===== src/rtl/imm_encoder_if.sv =====
// Request/response bus for imm_encoder.
//   master : request producer / response consumer (drives in_*, fields, flush, out_ready)
//   slave  : the encoder (drives in_ready, out_valid, instr, out_err, err_count)
// Format select encodings (`I_TYPE .. `J_TYPE) are provided here when not already
// supplied by def_select.v; any other imm_sel value is an illegal format.

`ifndef I_TYPE
`define I_TYPE 3'd0
`endif
`ifndef S_TYPE
`define S_TYPE 3'd1
`endif
`ifndef B_TYPE
`define B_TYPE 3'd2
`endif
`ifndef U_TYPE
`define U_TYPE 3'd3
`endif
`ifndef J_TYPE
`define J_TYPE 3'd4
`endif

interface imm_encoder_if #(
    parameter int unsigned ERR_CNT_W = 16
);
    logic                 flush;
    logic                 in_valid;
    logic                 in_ready;
    logic [2:0]           imm_sel;
    logic [6:0]           opcode;
    logic [4:0]           rd;
    logic [4:0]           rs1;
    logic [4:0]           rs2;
    logic [2:0]           funct3;
    logic [31:0]          imm;
    logic                 out_valid;
    logic                 out_ready;
    logic [31:0]          instr;
    logic                 out_err;
    logic [ERR_CNT_W-1:0] err_count;

    modport master (
        output flush, in_valid, imm_sel, opcode, rd, rs1, rs2, funct3, imm, out_ready,
        input  in_ready, out_valid, instr, out_err, err_count
    );

    modport slave (
        input  flush, in_valid, imm_sel, opcode, rd, rs1, rs2, funct3, imm, out_ready,
        output in_ready, out_valid, instr, out_err, err_count
    );
endinterface


===== src/rtl/imm_encoder.sv =====
// imm_encoder: packs opcode, register fields, funct3 and a 32-bit immediate into an
// RV32I I/S/B/U/J instruction word through a two-stage valid/ready pipeline.
//   clk, rst_n : clock (rising edge), asynchronous active-low reset
//   bus        : imm_encoder_if.slave (flush, request fields + handshake,
//                packed instr / out_err / err_count + handshake)
// Stage A registers the request and its error flag; stage B holds the packed word.
// Optional feature: define IMM_RANGE_CHECK_EN to flag immediates that do not fit
// the selected format (the word is still packed by truncation).

module imm_encoder #(
    parameter int unsigned ERR_CNT_W = 16
) (
    input  logic         clk,
    input  logic         rst_n,
    imm_encoder_if.slave bus
);

    localparam int unsigned XLEN  = 32;
    localparam int unsigned REG_W = 5;
    localparam int unsigned OP_W  = 7;
    localparam int unsigned F3_W  = 3;
    localparam int unsigned SEL_W = 3;

    // Stage A
    logic             a_valid;
    logic [SEL_W-1:0] a_sel;
    logic [OP_W-1:0]  a_op;
    logic [REG_W-1:0] a_rd;
    logic [REG_W-1:0] a_rs1;
    logic [REG_W-1:0] a_rs2;
    logic [F3_W-1:0]  a_f3;
    logic [XLEN-1:0]  a_imm;
    logic             a_err;

    // Stage B
    logic             b_valid;
    logic [XLEN-1:0]  b_instr;
    logic             b_err;
    logic [ERR_CNT_W-1:0] err_cnt;

    logic             b_adv_c;
    logic             in_ready_c;
    logic             accept_c;
    logic             cap_err_c;
    logic [XLEN-1:0]  pack_c;

    assign b_adv_c    = !b_valid || bus.out_ready;
    assign in_ready_c = !a_valid || b_adv_c;
    assign accept_c   = bus.in_valid && in_ready_c;

    assign bus.in_ready  = in_ready_c;
    assign bus.out_valid = b_valid;
    assign bus.instr     = b_instr;
    assign bus.out_err   = b_err;
    assign bus.err_count = err_cnt;

    // Error flag for the incoming request; illegal formats (incl. X/Z selects) fall to default.
    always_comb begin
        cap_err_c = 1'b0;
        case (bus.imm_sel)
`ifdef IMM_RANGE_CHECK_EN
            `I_TYPE, `S_TYPE: cap_err_c = (bus.imm[31:11] != {21{bus.imm[11]}});
            `B_TYPE: cap_err_c = (bus.imm[31:12] != {20{bus.imm[12]}}) || bus.imm[0];
            `J_TYPE: cap_err_c = (bus.imm[31:20] != {12{bus.imm[20]}}) || bus.imm[0];
            `U_TYPE: cap_err_c = (bus.imm[11:0] != 12'h000);
`else
            `I_TYPE, `S_TYPE, `B_TYPE, `U_TYPE, `J_TYPE: cap_err_c = 1'b0;
`endif
            default: cap_err_c = 1'b1;
        endcase
    end

    // Instruction packing from stage A contents.
    always_comb begin
        pack_c = '0;
        case (a_sel)
            `I_TYPE: pack_c = {a_imm[11:0], a_rs1, a_f3, a_rd, a_op};
            `S_TYPE: pack_c = {a_imm[11:5], a_rs2, a_rs1, a_f3, a_imm[4:0], a_op};
            `B_TYPE: pack_c = {a_imm[12], a_imm[10:5], a_rs2, a_rs1, a_f3,
                               a_imm[4:1], a_imm[11], a_op};
            `U_TYPE: pack_c = {a_imm[31:12], a_rd, a_op};
            `J_TYPE: pack_c = {a_imm[20], a_imm[10:1], a_imm[11], a_imm[19:12], a_rd, a_op};
            default: pack_c = '0;
        endcase
    end

    // Stage A register: loads whenever it can accept.
    always_ff @(posedge clk or negedge rst_n) begin
        if (!rst_n) begin
            a_valid <= 1'b0;
            a_sel   <= '0;
            a_op    <= '0;
            a_rd    <= '0;
            a_rs1   <= '0;
            a_rs2   <= '0;
            a_f3    <= '0;
            a_imm   <= '0;
            a_err   <= 1'b0;
        end else if (bus.flush) begin
            a_valid <= 1'b0;
        end else if (in_ready_c) begin
            a_valid <= bus.in_valid;
            if (accept_c) begin
                a_sel <= bus.imm_sel;
                a_op  <= bus.opcode;
                a_rd  <= bus.rd;
                a_rs1 <= bus.rs1;
                a_rs2 <= bus.rs2;
                a_f3  <= bus.funct3;
                a_imm <= bus.imm;
                a_err <= cap_err_c;
            end
        end
    end

    // Stage B register: holds instr/out_err stable while stalled.
    always_ff @(posedge clk or negedge rst_n) begin
        if (!rst_n) begin
            b_valid <= 1'b0;
            b_instr <= '0;
            b_err   <= 1'b0;
        end else if (bus.flush) begin
            b_valid <= 1'b0;
        end else if (b_adv_c) begin
            b_valid <= a_valid;
            if (a_valid) begin
                b_instr <= pack_c;
                b_err   <= a_err;
            end
        end
    end

    // Saturating count of emitted error words; a flushed cycle completes no handshake.
    always_ff @(posedge clk or negedge rst_n) begin
        if (!rst_n) begin
            err_cnt <= '0;
        end else if (!bus.flush && b_valid && bus.out_ready && b_err && (err_cnt != '1)) begin
            err_cnt <= err_cnt + ERR_CNT_W'(1);
        end
    end

endmodule


===== src/flat_wrapper.sv =====
// flat-port wrapper written by rule: the top's interface ports become plain ports
module imm_encoder_flat 
#(
    parameter int unsigned ERR_CNT_W = 16
)
  (clk, rst_n, bus_flush, bus_in_valid, bus_imm_sel, bus_opcode, bus_rd, bus_rs1, bus_rs2, bus_funct3, bus_imm, bus_out_ready, bus_in_ready, bus_out_valid, bus_instr, bus_out_err, bus_err_count);
  imm_encoder_if #(.ERR_CNT_W(ERR_CNT_W)) bus_i ();
  input  logic clk;
  input  logic rst_n;
  input wire logic [$bits(bus_i.flush)-1:0] bus_flush;
  input wire logic [$bits(bus_i.in_valid)-1:0] bus_in_valid;
  input wire logic [$bits(bus_i.imm_sel)-1:0] bus_imm_sel;
  input wire logic [$bits(bus_i.opcode)-1:0] bus_opcode;
  input wire logic [$bits(bus_i.rd)-1:0] bus_rd;
  input wire logic [$bits(bus_i.rs1)-1:0] bus_rs1;
  input wire logic [$bits(bus_i.rs2)-1:0] bus_rs2;
  input wire logic [$bits(bus_i.funct3)-1:0] bus_funct3;
  input wire logic [$bits(bus_i.imm)-1:0] bus_imm;
  input wire logic [$bits(bus_i.out_ready)-1:0] bus_out_ready;
  output wire logic [$bits(bus_i.in_ready)-1:0] bus_in_ready;
  output wire logic [$bits(bus_i.out_valid)-1:0] bus_out_valid;
  output wire logic [$bits(bus_i.instr)-1:0] bus_instr;
  output wire logic [$bits(bus_i.out_err)-1:0] bus_out_err;
  output wire logic [$bits(bus_i.err_count)-1:0] bus_err_count;
  assign bus_i.flush = bus_flush;
  assign bus_i.in_valid = bus_in_valid;
  assign bus_i.imm_sel = bus_imm_sel;
  assign bus_i.opcode = bus_opcode;
  assign bus_i.rd = bus_rd;
  assign bus_i.rs1 = bus_rs1;
  assign bus_i.rs2 = bus_rs2;
  assign bus_i.funct3 = bus_funct3;
  assign bus_i.imm = bus_imm;
  assign bus_i.out_ready = bus_out_ready;
  assign bus_in_ready = bus_i.in_ready;
  assign bus_out_valid = bus_i.out_valid;
  assign bus_instr = bus_i.instr;
  assign bus_out_err = bus_i.out_err;
  assign bus_err_count = bus_i.err_count;
  imm_encoder #(.ERR_CNT_W(ERR_CNT_W)) u_core (.clk(clk), .rst_n(rst_n), .bus(bus_i));
endmodule

===== config.mk =====
export PLATFORM = sky130hd
export DESIGN_NAME = imm_encoder_flat
export DESIGN_NICKNAME = d
export VERILOG_FILES = /design/src/rtl/imm_encoder_if.sv /design/src/rtl/imm_encoder.sv /design/src/flat_wrapper.sv
export SDC_FILE = /design/constraint.sdc
export NUM_CORES = 1
export LEC_CHECK = 0
export CAP_MARGIN = 20
export CELL_PAD_IN_SITES_DETAIL_PLACEMENT = 1
export CELL_PAD_IN_SITES_GLOBAL_PLACEMENT = 1
export CORE_MARGIN = 1.5
export CORE_UTILIZATION = 36
export DETAILED_ROUTE_END_ITERATION = 16
export PLACE_DENSITY = 0.84
export SLEW_MARGIN = 25
export SYNTH_ARGS = -nofsm -noshare
export SYNTH_HDL_FRONTEND = slang
export SYNTH_SLANG_ARGS = --single-unit

===== constraint.sdc =====
create_clock -name clk -period 2.04 [get_ports clk]
set_clock_uncertainty 0.1 [all_clocks]
set_input_delay 0.612 -clock clk [delete_from_list [all_inputs] [get_ports clk]]
set_output_delay 0.612 -clock clk [all_outputs]
set_load 0.005 [all_outputs]

=== Word level (Yosys, flattened, before mapping) ===
Index checks and enable logic that the tools add are counted.

* Register bits: 112
* Input port bits: 65

* Add/sub/neg operators: 1
* Eq/ne operators: 9
* Muxes and demuxes: 6
* Bitwise logic cells: 1
* Reduce and logical (&&, ||, !) cells: 17

{| class="wikitable"
|+ Operators with widths
! cell !! count
|-
| 32-bit case mux with 5 select lines || 1
|-
| 16-bit by 1-bit adder with 16-bit output, second input constant || 1
|-
| 16-bit != test, second input constant || 1
|-
| 3-bit by 2-bit == test with 1-bit output, second input constant || 4
|-
| 3-bit by 1-bit == test with 1-bit output, second input constant || 2
|-
| 3-bit == test, second input constant || 2
|-
| 3-bit logical NOT || 2
|-
| 3-bit AND reduction || 2
|-
| 1-bit logical AND || 5
|-
| 1-bit two-way mux || 5
|-
| 5-bit OR reduction || 1
|-
| 2-bit nonzero test || 2
|-
| 1-bit logical NOT || 3
|-
| 1-bit logical OR || 2
|-
| 1-bit inverter || 1
|}

=== Logic depth before layout (Yosys ltp) ===
* Depth in word-level cells: 5
* Mapped depth: 6
* Gate-level depth less buffers: 5

=== Least setup slack after synthesis ===
OpenSTA, ideal clock, no wires.

* Path type: register -> register
* Start point: register u_core.err_cnt[0], in the netlist u_core.bus.err_count[0]
* End point: register u_core.err_cnt[1], in the netlist u_core.bus.err_count[1]
* Data arrival time: 1.731 ns
* Required time: 1.815 ns
* Slack: 0.084 ns
* Stages on the path, launching flop included: 6
* Buffers on the path: 0
* Cell sequence: dfrtp_1 -> ha_1 -> nand4_1 -> or4_4 -> and2_4 -> mux2_4

* Longest elaborated chain between the ends: 2

{| class="wikitable"
|+ Ends and longest elaborated chain
! item !! RTL line !! source
|-
| start, declared || imm_encoder.sv:39 || <nowiki>logic [ERR_CNT_W-1:0] err_cnt;</nowiki>
|-
| start signal, assigned || imm_encoder.sv:138 || <nowiki>err_cnt <= err_cnt + ERR_CNT_W'(1);</nowiki>
|-
| branches (longest 2 deep; another with 16-bit by 1-bit adder with 16-bit output) || -- ||
|}

Parallel ways; which one is timed is not known.
A chain may end at the register's enable or synchronous reset.

=== Worst setup path in the final report ===
* Start point: register u_core.err_cnt[7], in the netlist u_core.bus.err_count[7]
* End point: output port bus_err_count[7]

{| class="wikitable"
|+ RTL lines
! item !! RTL line !! source
|-
| end, declared || flat_wrapper.sv:24 || <nowiki>output wire logic [$bits(bus_i.err_count)-1:0] bus_err_count;</nowiki>
|}

No word-level cell between the ends.

==> metrics.txt <==
Flop pwr share=between 40% and 50%; area share of fa/ha/maj cells after synthesis=0.2508%; number of pins exceeding their max-slew limit in the final report=0; aggregate negative setup slack=0 ns; Final Util=53.17%; initial core utilization=37.23%; CTS Root Buffer Type=sky130_fd_sc_hd__clkbuf_16; worst-path maximum fanout=3; data arrival at the endpoint of the critical path=around 1.3 ns; top cell types by occurrence after synthesis=112 x sky130_fd_sc_hd__dfrtp_1, 69 x sky130_fd_sc_hd__mux2_2, 30 x sky130_fd_sc_hd__nor2_1; die width=between 100 and 150 microns; leading cell type by number of instances after synthesis=sky130_fd_sc_hd__dfrtp_1; count of input and output buffers=115; worst hold path class=in -> async; number of synthesized register bits=112; Min Clock Period, post-route=~2.0 ns; routed len/inst=about 18 microns; clock latency at the later pin of the worst-skew pair=between 0.3 and 0.4 ns; TritonCTS clock tree=yes; internal power=4643 uW; synthesized netlist cell count=between 400 and 500; relative area change from synthesis to final layout=42.84%; vias in the first global route=4228; slew at the pin closest to its max-slew limit=between 0.8 and 0.9 ns; data required time of the worst path=around 1.3 ns; proportion of layout cells with a drive suffix above 1=27.69%; net switching power=roughly 1700 uW; IO Count=116; count of unresolved DRC violations after routing=0; Num CTS Buffers=9; classification of the worst setup path=reg -> out; synth unique cells=between 40 and 50; wire length of the first global-routing pass=22070 microns; nets@finish=roughly 630; sequential-to-total area share from yosys stat=between 50% and 60%; Congestion Overflow GR=0; cell-by-cell trace of the critical path=clkdlybuf4s50_1; instance count after placement with tap cells included=707; capturing element type of the critical path=output pin; Maximum Capacitance Violations=0; die area=between 10000 and 15000 sq um; Register-to-Register Path Depth=6; top cells by area, synth=sky130_fd_sc_hd__dfrtp_1 56%, sky130_fd_sc_hd__mux2_2 16%, sky130_fd_sc_hd__a21oi_1 2.9%; average cell area after synthesis=12.26 sq um; WP depth=1; outcome=finished, final reports clean; Post-Synth Simple-Gate Area=10.03%; synthesized-area fraction occupied by xor and xnor cells=2.282%; top cell type's share of synthesized area=roughly 56%; post-synthesis async set-or-reset flop share=100.0%; total count of hold-check failures in the final report=0; Vias/cell=approximately 5; longest individual stage delay on the worst path=0.51 ns; startpoint of the most critical register-to-register path=u_core.bus.err_count[1]; final weighted congestion of routability-driven global placement=0.7722; clock tree sinks=112; fraction of power consumed by combinational cells=24.8%; combinational family with the most area after synthesis=multiplexers; endpoint of the most critical register-to-register path=u_core.bus.err_count[1]; gate family responsible for the most delay along the worst path=buffers and inverters; Antenna Violating Nets Remaining=0; routed via count=3829; sum of internal, switching and leakage power=roughly 6300 uW; final HPWL from detailed placement=just over 9000 microns; 1st-pass router iterations=4; tightest slew margin relative to the limit=just under 40%; number of DRC markers after the initial detailed-route iteration=237; setup violation total in the final timing report=0; site row count=42; buffers plus inverters on the worst setup path=1; placeable core region=13400 sq um; mapped cell area=4989 sq um; static power due to leakage=0.002994 uW; CTS H-tree depth=3; fill cell total of the finished layout=1405; Final Routed Wirelength=between 10000 and 15000 microns; number of enable-type register cells in the synthesized netlist=0; launching element type of the critical path=flop; global-route usage over all layers=~19%; total of hold buffers inserted after clock tree synthesis=0; clock slew at reported path FFs=0.07 ns; relative contribution of the clock network to total power=30.0%; complex-gate fraction of the synthesized area=about 12%; Worst Hold Slack=0.1046 ns; fraction of synthesized area in multiplexers=between 10% and 20%; CTS Buffer Depth=2; switching share of power=26.58%; ant diodes=0; worst supply voltage drop on vdd=around 0.00053 V; fin cells=743; worst-case register-to-register setup slack=0.07 ns; timing-limited maximum frequency=502.4 MHz; pwr dens=887.4 nW/um^2; maximum number of pins on one net before global-route repair=43; biggest area consumer among synthesized cells=sky130_fd_sc_hd__dfrtp_1; Synth Warn #=0; crit share post-route=a little over nine tenths; synthesized net count=473; most used flip-flop cell after synthesis=sky130_fd_sc_hd__dfrtp_1; DIE HEIGHT=120.7 microns; cell with the biggest individual delay on the critical path=sky130_fd_sc_hd__clkdlybuf4s50_1; initial antenna violation count=0
-- flip-flops by register name, summed over array words and instances (netlist names) --
name,count
u_core.a_err,1
u_core.a_f3,3
u_core.a_imm,32
u_core.a_op,7
u_core.a_rd,5
u_core.a_rs1,5
u_core.a_rs2,5
u_core.a_sel,3
u_core.a_valid,1
u_core.bus.err_count,16
u_core.bus.instr,32
u_core.bus.out_err,1
u_core.bus.out_valid,1
-- how the worst max path moves through the flow --
stage               slack [ns]                      from                       to
finish                    0.05   u_core.bus.err_count[7]         bus_err_count[7]
floorplan                 0.08   u_core.bus.err_count[0]  u_core.bus.err_count[1]
global placement         -0.41             bus_out_ready      u_core.bus.instr[4]
global route            -0.006  u_core.bus.err_count[10]        bus_err_count[10]
CTS                      0.005  u_core.bus.err_count[15]        bus_err_count[15]
detailed placement       -0.49             bus_out_ready     u_core.bus.instr[28]
-- repair_timing --
action	CTS	global route
setup endpoints to repair	30	27
pin swaps	0	1
resized for setup	11	6
buffers inserted	9	11
-- cell families after synthesis --
| logic type | Yosys count |
|---|---|
| DFF | 112 |
| muxes | 73 |
| buffers and inverters | 30 |
| adders and majority gates | 1 |
| AOI/OAI and AO/OA | 87 |
| xor gates and xnor gates | 13 |
| and+or+nand+nor | 91 |
-- routing by layer --
layer	GRT usage, %	wire (microns)
met5	0	0
met4	6.397	229
met3	3.632	485
met2	35.30	7216
met1	23.04	5411
-- through the flow --
| step | cell area [sq um] | setup slack, ns |
|---|---|---|
| after floorplan | 4989 | 0.08419 |
| after CTS | 7023 | 0.004563 |
| final | 7126 | 0.04955 |
| after global routing | 7126 | -0.005792 |
| after detailed placement | 6629 | -0.4913 |
| after global placement | 6629 | -0.4139 |
-- layout by cell type (no fill, tap or decap), drive strengths merged, types with 10 or more instances in the layout --
cell           Yosys  routed
dfrtp            112     112
clkbuf            11      10
a21oi             29      29
buf               16      58
nand3             10      10
xnor2             12      12
mux2              70      70
nor2b             22      22
nor2              31      31
clkdlybuf4s50      0     109
-- power by group through the flow --
| stage | logic (uW) | clock network, uW | registers, uW |
|---|---|---|---|
| 6_report | 1570 | 1900 | 2860 |
| 5_1_grt | 1710 | 2030 | 2910 |
| 4_1_cts | 1580 | 1970 | 2870 |
| 3_5_place_dp | 1560 | 0 | 2910 |
| 3_3_place_gp | 1490 | 0 | 2880 |
| 2_1_floorplan | 725 | 0 | 2830 |
-- layout make-up --
| type | instances | area (sq um) | area share (%) |
|---|---|---|---|
| clock buffers | 10 | 229.0 | 3.213 |
| repair buffers | 171 | 1679 | 23.56 |
| well taps | 176 | 220.2 | 3.090 |
| clock inverters | 6 | 92.59 | 1.299 |
| inverters | 3 | 11.26 | 0.1580 |
| multi-input cells | 265 | 2087 | 29.29 |
| flip-flops and latches | 112 | 2806 | 39.39 |
Note: power is estimated with default switching activity, not from simulation.
